[config.mk]
export PLATFORM = sky130hd
export DESIGN_NAME = fp_add_rr_sched
export DESIGN_NICKNAME = d
export VERILOG_FILES = /design/src/rtl/fp_add_rr_sched.sv
export SDC_FILE = /design/constraint.sdc
export NUM_CORES = 1
export LEC_CHECK = 0
export ABC_CLOCK_PERIOD_IN_PS = 20600
export BUFFER_PORTS_ARGS = -buffer_cell sky130_fd_sc_hd__buf_2
export CAP_MARGIN = 10
export CORE_MARGIN = 3
export CORE_UTILIZATION = 30
export DETAILED_ROUTE_END_ITERATION = 10
export PLACE_DENSITY = 0.57
export SLEW_MARGIN = 30
export SYNTH_ARGS = -nofsm -noshare
export SYNTH_HDL_FRONTEND = slang
export SYNTH_HIERARCHICAL = 1
export SYNTH_SLANG_ARGS = --single-unit
[constraint.sdc]
create_clock -name clk -period 20.6 [get_ports clk]
set_input_delay 4.12 -clock clk [delete_from_list [all_inputs] [get_ports clk]]
set_output_delay 4.12 -clock clk [all_outputs]
set_load 0.03 [all_outputs]
[src/rtl/fp_add_rr_sched.sv]
// Round-robin scheduler sharing one BF16 adder between NUM_REQ requesters.
// Results travel a tagged pipeline into an in-order response FIFO guarded by issue credits.

module fp_add #(
  parameter int SIG_WIDTH = 7,
  parameter int EXP_WIDTH = 8
) (
  input  logic [SIG_WIDTH+EXP_WIDTH:0] a,
  input  logic [SIG_WIDTH+EXP_WIDTH:0] b,
  input  logic [2:0]                   rnd,
  output logic [SIG_WIDTH+EXP_WIDTH:0] z
);
  localparam int M  = SIG_WIDTH + 1;
  localparam int F  = M + 3;
  localparam int EB = EXP_WIDTH + 2;
  localparam logic [EXP_WIDTH-1:0] EMAX  = '1;
  localparam logic [F-1:0]         ONE_F = 1;
  localparam logic signed [EB-1:0] E_ONE = 1;

  logic                 sl, ss, rup, found;
  logic [EXP_WIDTH-1:0] el, es, d;
  logic [SIG_WIDTH-1:0] fl, fs, frac;
  logic [M-1:0]         ml, ms;
  logic [F-1:0]         ext_s, al_s, lost_mask, nrm;
  logic [F:0]           sum;
  logic signed [EB-1:0] e_n;
  logic [M:0]           rnd_m;
  int                   lz;

  // Subnormal inputs flush to zero; rnd=1 truncates, any other code rounds to nearest-even.
  always_comb begin
    if (a[SIG_WIDTH+EXP_WIDTH-1:0] >= b[SIG_WIDTH+EXP_WIDTH-1:0]) begin
      {sl, el, fl} = a;
      {ss, es, fs} = b;
    end else begin
      {sl, el, fl} = b;
      {ss, es, fs} = a;
    end
    ml        = (el == '0) ? '0 : {1'b1, fl};
    ms        = (es == '0) ? '0 : {1'b1, fs};
    d         = el - es;
    ext_s     = {ms, 3'b000};
    lost_mask = (ONE_F << d) - ONE_F;
    if (int'(d) >= F) al_s = {{(F-1){1'b0}}, |ms};
    else              al_s = (ext_s >> d) | {{(F-1){1'b0}}, |(ext_s & lost_mask)};
    sum   = (sl == ss) ? ({1'b0, ml, 3'b000} + {1'b0, al_s})
                       : ({1'b0, ml, 3'b000} - {1'b0, al_s});
    e_n   = signed'({2'b00, el});
    lz    = 0;
    found = 1'b0;
    if (sum[F]) begin
      nrm = sum[F:1] | {{(F-1){1'b0}}, sum[0]};
      e_n = e_n + E_ONE;
    end else begin
      for (int i = F - 1; i >= 0; i--) begin
        if (!found && sum[i]) begin
          lz    = F - 1 - i;
          found = 1'b1;
        end
      end
      nrm = sum[F-1:0] << lz;
      e_n = e_n - EB'(lz);
    end
    rup   = (rnd != 3'd1) && nrm[2] && (nrm[1] || nrm[0] || nrm[3]);
    rnd_m = {1'b0, nrm[F-1:3]} + {{M{1'b0}}, rup};
    if (rnd_m[M]) e_n = e_n + E_ONE;
    frac  = rnd_m[M] ? '0 : rnd_m[SIG_WIDTH-1:0];
    if (a[SIG_WIDTH+EXP_WIDTH-1 -: EXP_WIDTH] == EMAX)      z = a;
    else if (b[SIG_WIDTH+EXP_WIDTH-1 -: EXP_WIDTH] == EMAX) z = b;
    else if (sum == '0)                                     z = '0;
    else if (e_n >= signed'({2'b00, EMAX}))                 z = {sl, EMAX, {SIG_WIDTH{1'b0}}};
    else if (e_n < E_ONE)                                   z = {sl, {(SIG_WIDTH+EXP_WIDTH){1'b0}}};
    else                                                    z = {sl, e_n[EXP_WIDTH-1:0], frac};
  end
endmodule

module fp_add_rr_sched #(
  parameter int NUM_REQ     = 4,
  parameter int SIG_WIDTH   = 7,
  parameter int EXP_WIDTH   = 8,
  parameter int PIPE_STAGES = 2,
  parameter int FIFO_DEPTH  = 4,
  localparam int W   = SIG_WIDTH + EXP_WIDTH + 1,
  localparam int IDW = (NUM_REQ > 1) ? $clog2(NUM_REQ) : 1
) (
  input  logic                 clk,
  input  logic                 rst,
  input  logic [NUM_REQ-1:0]   req_valid,
  output logic [NUM_REQ-1:0]   req_ready,
  input  logic [NUM_REQ*W-1:0] req_a,
  input  logic [NUM_REQ*W-1:0] req_b,
  output logic                 rsp_valid,
  input  logic                 rsp_ready,
  output logic [W-1:0]         rsp_z,
  output logic [IDW-1:0]       rsp_id,
  output logic                 busy,
  output logic [15:0]          issue_cnt
);
  localparam int AW = (FIFO_DEPTH > 1) ? $clog2(FIFO_DEPTH) : 1;
  localparam int CW = $clog2(FIFO_DEPTH + 1);
  localparam logic [IDW-1:0] ID_ONE = 1;
  localparam logic [CW-1:0]  C_ONE  = 1;
  localparam logic [AW:0]    P_ONE  = 1;

  logic [IDW-1:0] rr_ptr, grant, idx;
  logic           grant_vld, can_issue, accept, pop, wr_en;
  logic [CW-1:0]  credit;
  logic [W-1:0]   a_sel, b_sel, sum_z;
  logic [AW:0]    wr_ptr, rd_ptr;
  logic           vld_p [PIPE_STAGES];
  logic [W-1:0]   z_p   [PIPE_STAGES];
  logic [IDW-1:0] id_p  [PIPE_STAGES];
  logic [W-1:0]   mem_z  [2**AW];
  logic [IDW-1:0] mem_id [2**AW];

  always_comb begin
    grant     = '0;
    grant_vld = 1'b0;
    idx       = rr_ptr;
    for (int k = 0; k < NUM_REQ; k++) begin
      idx = (idx == IDW'(NUM_REQ - 1)) ? '0 : idx + ID_ONE;
      if (!grant_vld && req_valid[idx]) begin
        grant     = idx;
        grant_vld = 1'b1;
      end
    end
  end

  assign can_issue = credit < CW'(FIFO_DEPTH);

  always_comb begin
    req_ready = '0;
    a_sel     = '0;
    b_sel     = '0;
    for (int i = 0; i < NUM_REQ; i++) begin
      if (grant == IDW'(i)) begin
        req_ready[i] = grant_vld && can_issue && !rst;
        a_sel        = req_a[i*W +: W];
        b_sel        = req_b[i*W +: W];
      end
    end
  end

  assign accept    = |(req_valid & req_ready);
  assign pop       = rsp_valid && rsp_ready;
  assign wr_en     = vld_p[PIPE_STAGES-1];
  assign rsp_valid = wr_ptr != rd_ptr;
  assign rsp_z     = rsp_valid ? mem_z[rd_ptr[AW-1:0]] : '0;
  assign rsp_id    = rsp_valid ? mem_id[rd_ptr[AW-1:0]] : '0;
  assign busy      = credit != '0;

  fp_add #(.SIG_WIDTH(SIG_WIDTH), .EXP_WIDTH(EXP_WIDTH)) u_fp_add (
    .a(a_sel), .b(b_sel), .rnd(3'd0), .z(sum_z)
  );

  always_ff @(posedge clk or posedge rst) begin
    if (rst) begin
      rr_ptr    <= IDW'(NUM_REQ - 1);
      issue_cnt <= '0;
      credit    <= '0;
      wr_ptr    <= '0;
      rd_ptr    <= '0;
      for (int i = 0; i < PIPE_STAGES; i++) vld_p[i] <= 1'b0;
    end else begin
      if (accept) begin
        rr_ptr    <= grant;
        issue_cnt <= issue_cnt + 16'd1;
      end
      if (accept && !pop)      credit <= credit + C_ONE;
      else if (!accept && pop) credit <= credit - C_ONE;
      // stage boundary: adder output -> tagged pipeline -> FIFO write
      vld_p[0] <= accept;
      for (int i = 1; i < PIPE_STAGES; i++) vld_p[i] <= vld_p[i-1];
      if (wr_en) wr_ptr <= wr_ptr + P_ONE;
      if (pop)   rd_ptr <= rd_ptr + P_ONE;
    end
  end

  always_ff @(posedge clk) begin
    z_p[0]  <= sum_z;
    id_p[0] <= grant;
    for (int i = 1; i < PIPE_STAGES; i++) begin
      z_p[i]  <= z_p[i-1];
      id_p[i] <= id_p[i-1];
    end
    if (wr_en) begin
      mem_z[wr_ptr[AW-1:0]]  <= z_p[PIPE_STAGES-1];
      mem_id[wr_ptr[AW-1:0]] <= id_p[PIPE_STAGES-1];
    end
  end
endmodule

==> impl_metrics.yaml <==
placed_design:
  hpwlAfterDp_microns: 31000
  dp_worst_setup_slack_ns: 2.53
  portBuffers: 174
  gp_congestion: 0.951
timing:
  finalMaxSlewViolations: 0
  finalSetupTns_ns: 0
  finalCritPeriodShare_pct: 86.8
  min_period_ns: 17.89
  hold_viol: 0
  finalSetupViolCount: 0
  fmax_mhz: 55.9
  max-slew-margin-rel_pct: 34.7
  rsz0062_at_grt: "no"
  setup_ws_ns: 2.71
  clock_skew_ns: 0.00554
  worstMarginPinSlew_ns: 0.973
grt:
  grt_pass1_wl_microns: 62900
  grt_max_degree: 65
  grt.total_usage_pct: 18.6
  grt_pass1_vias: 11100
  grt_antenna_before_repair: 2
  grt_overflow_total: 0
route:
  ant_nets: 0
  drtIter0Drc: 898
  dr.pass1.iters: 6
  wl_microns: 40600
  wl_per_cell_microns: 19.9
  post_drt_via_cell_ratio: 5.81
  route.detailed.drc: 0
  vias: 11800
critical_path:
  crit_type: "input port to flop"
  cp-start-kind: "input port"
  worstReg2RegStart: "rr_ptr[0]"
  crit_path_frequent_cell: "nand3_1"
  max_stage_delay_ns: 1.04
  cp.required_ns: 20.96
  crit_slowest_cell: "ha_1"
  worstPathArrival_ns: 18.25
  crit_fanout: 35
  cp-startpoint: "req_valid[0]"
  endpoint_kind: "flop"
  r2r_cells: 47
synth:
  synthFlopType: "edfxtp_1"
  syn-mean-instance-area_sq_um: 8.75
  synth_adder_area_share_pct: 5.71
  yosysSeqAreaShare_pct: 30.3
  synth_top_cell_by_area: "edfxtp_1"
  netlist_instances: 1361
  synth_compound_area_share_pct: 26.1
  synth_edf_count: 72
  synth_cell_types: 115
  synthMuxAreaShare_pct: 7.64
  synthSimpleGateAreaFrac_pct: 21.7
  ys_seq_elements: 137
  synthXorXnorAreaFrac_pct: 3.68
  synth_top_family_by_area: "compound AO/OA/AOI/OAI gates"
  yosysTopAreaCellShare_pct: 18.1
  synth_async_sr_flop_share_pct: 21.2
  syn_area_sq_um: 11900
  synth.area.top_cells: "edfxtp_1 18%, dfxtp_1 6.0%, dfrtp_1 5.7%, ha_1 5.0%, a32oi_1 4.7%"
  synth_warnings: 6
layout:
  final_cell_mix: "175 x buf_2, 113 x nand2_1, 99 x o21ai_0, 83 x nor2_1, 73 x nand3_1"
  layout.nets: 1687
  final_common_cell: "buf_2"
  area_growth_syn_to_layout_pct: 16.9
  fillers: 4011
  final_layout_size_suffix_gt1_share_pct: 21.9
hold_path:
  worst_hold_path_type: "flop to flop"
  worstHoldPathCells: 0
  worstHoldStart: "z_p[0][8]"
floorplanning:
  initial_utilization_pct: 30.6
  ios: 175
  dieArea_sq_um: 42100
  coreArea_sq_um: 38900
  row_count: 72
  dieHeight_microns: 205
  die_w_microns: 205
flow_run:
  maxCapViolations: 0
clock_tree:
  cts_buffers: 17
  clkTransAtPathRegs_ns: 0.06
  clock-sinks: 137
  hold_buffers: 0
  post_cts_buffers: 0
  cts.repair.resized: 0
  cts_tree: "done"
  htreeDepth: 4
  clockBufferDepth: 2
  clkLatencyLatePin_ns: 0.42
  cts-root-buf: "clkbuf_16"
status:
  status: "finished, final reports clean"
==> synth_stat cells (5+ instances only) <==
| master | n |
|---|---|
| mux2i_1 | 33 |
| o21ai_0 | 100 |
| dfxtp_1 | 36 |
| nand4_1 | 25 |
| nor2_1 | 83 |
| buf_2 | 18 |
| a21o_1 | 14 |
| a211o_1 | 9 |
| xnor2_1 | 26 |
| a21oi_1 | 64 |
| and4_1 | 5 |
| a21boi_0 | 7 |
| ha_1 | 48 |
| o211ai_1 | 5 |
| nor3_1 | 40 |
| mux2_2 | 8 |
| nor4_2 | 5 |
| and3_1 | 14 |
| a211oi_1 | 11 |
| dfrtp_1 | 27 |
| nand3b_1 | 5 |
| nand3_1 | 73 |
| o31a_1 | 11 |
| inv_1 | 49 |
| o31ai_1 | 12 |
| o2111ai_1 | 5 |
| or3_1 | 11 |
| nand2b_1 | 9 |
| clkbuf_1 | 60 |
| o21ai_1 | 12 |
| o311ai_1 | 5 |
| mux4_2 | 20 |
| edfxtp_1 | 72 |
| nor2b_1 | 29 |
| a32oi_1 | 64 |
| nand2_1 | 113 |
| o21a_1 | 8 |
| or4_1 | 8 |
| and2_1 | 17 |
| nor4_1 | 26 |
| buf_1 | 5 |
| xor2_1 | 24 |
| a31oi_1 | 22 |
==> path summary, 6_finish.rpt <==
check | endpoint | slack [ns]
min in group asynchronous | issue_cnt[15] | 3.68
max reg2reg | z_p[0][4] | 5.64
min | z_p[0][24] | 0.32
min reg2reg | z_p[0][24] | 0.32
max in group asynchronous | rr_ptr[1] | 16.25
max | z_p[0][4] | 2.71
==> worst max-delay path, delay by kind of cell <==
| family | cells | cell delay (ns) |
|---|---|---|
| compound gates | 15 | 3.43 |
| fa+ha+maj | 3 | 1.86 |
| buf+inv | 4 | 1.11 |
| mux | 3 | 1.13 |
| simple gates | 22 | 6.53 |
==> stage by stage <==
step | hold slack, ns | utilization (%) | std cells | area [sq um]
2_1_floorplan | 0.310 | - | 1363 | 11900
3_3_place_gp | 0.311 | 34.3 | 1999 | 13300
3_5_place_dp | 0.312 | 34.3 | 2000 | 13300
4_1_cts | 0.322 | 35.7 | 2032 | 13900
5_1_grt | 0.330 | 35.8 | 2033 | 13900
6_report | 0.323 | 35.8 | 2033 | 13900
==> cells by family (layout without fill, tap and decap cells) <==
family                   count (synthesis)  count (layout)
AO/OA/AOI/OAI                          423             423
XOR/XNOR                                50              50
adder cells (fa/ha/maj)                 53              53
buffers and inverters                  141             292
flip-flops                             137             137
multiplexers                            64              64
other                                    1               4
AND/OR/NAND/NOR                        492             492
==> per-layer routing <==
metal / share of wire (%) / GRT usage (%) / vias to the layer above
met2: 47 / 31.3 / 511
met1: 44 / 24.9 / 5682
met4: 2.2 / 4.95 / 2
met3: 6.9 / 2.88 / 60
met5: 0.022 / 0 / -
li1: - / - / 5552
==> state kept, by name, summed over array words and instances, names as in the netlist, 2 cells and up <==
register / flops
credit: 3
z_p: 32
mem_id: 8
mem_z: 64
rd_ptr: 3
rr_ptr: 2
id_p: 4
issue_cnt: 16
wr_ptr: 3
==> layout make-up <==
class                           instances  area (sq um)  area share [%]
Tap cell                              518           648            4.65
Inverter                               53           199            1.43
Multi-Input combinational cell       1085          7790            55.9
Antenna cell                            1          2.50          0.0180
Timing Repair Buffer                  207          1120            8.01
Clock inverter                         11          80.1           0.575
Sequential cell                       137          3610            25.9
Clock buffer                           21           483            3.47
Power is not shown: default switching activity piles up to over one toggle a cycle in this logic, so the estimate is an artifact.
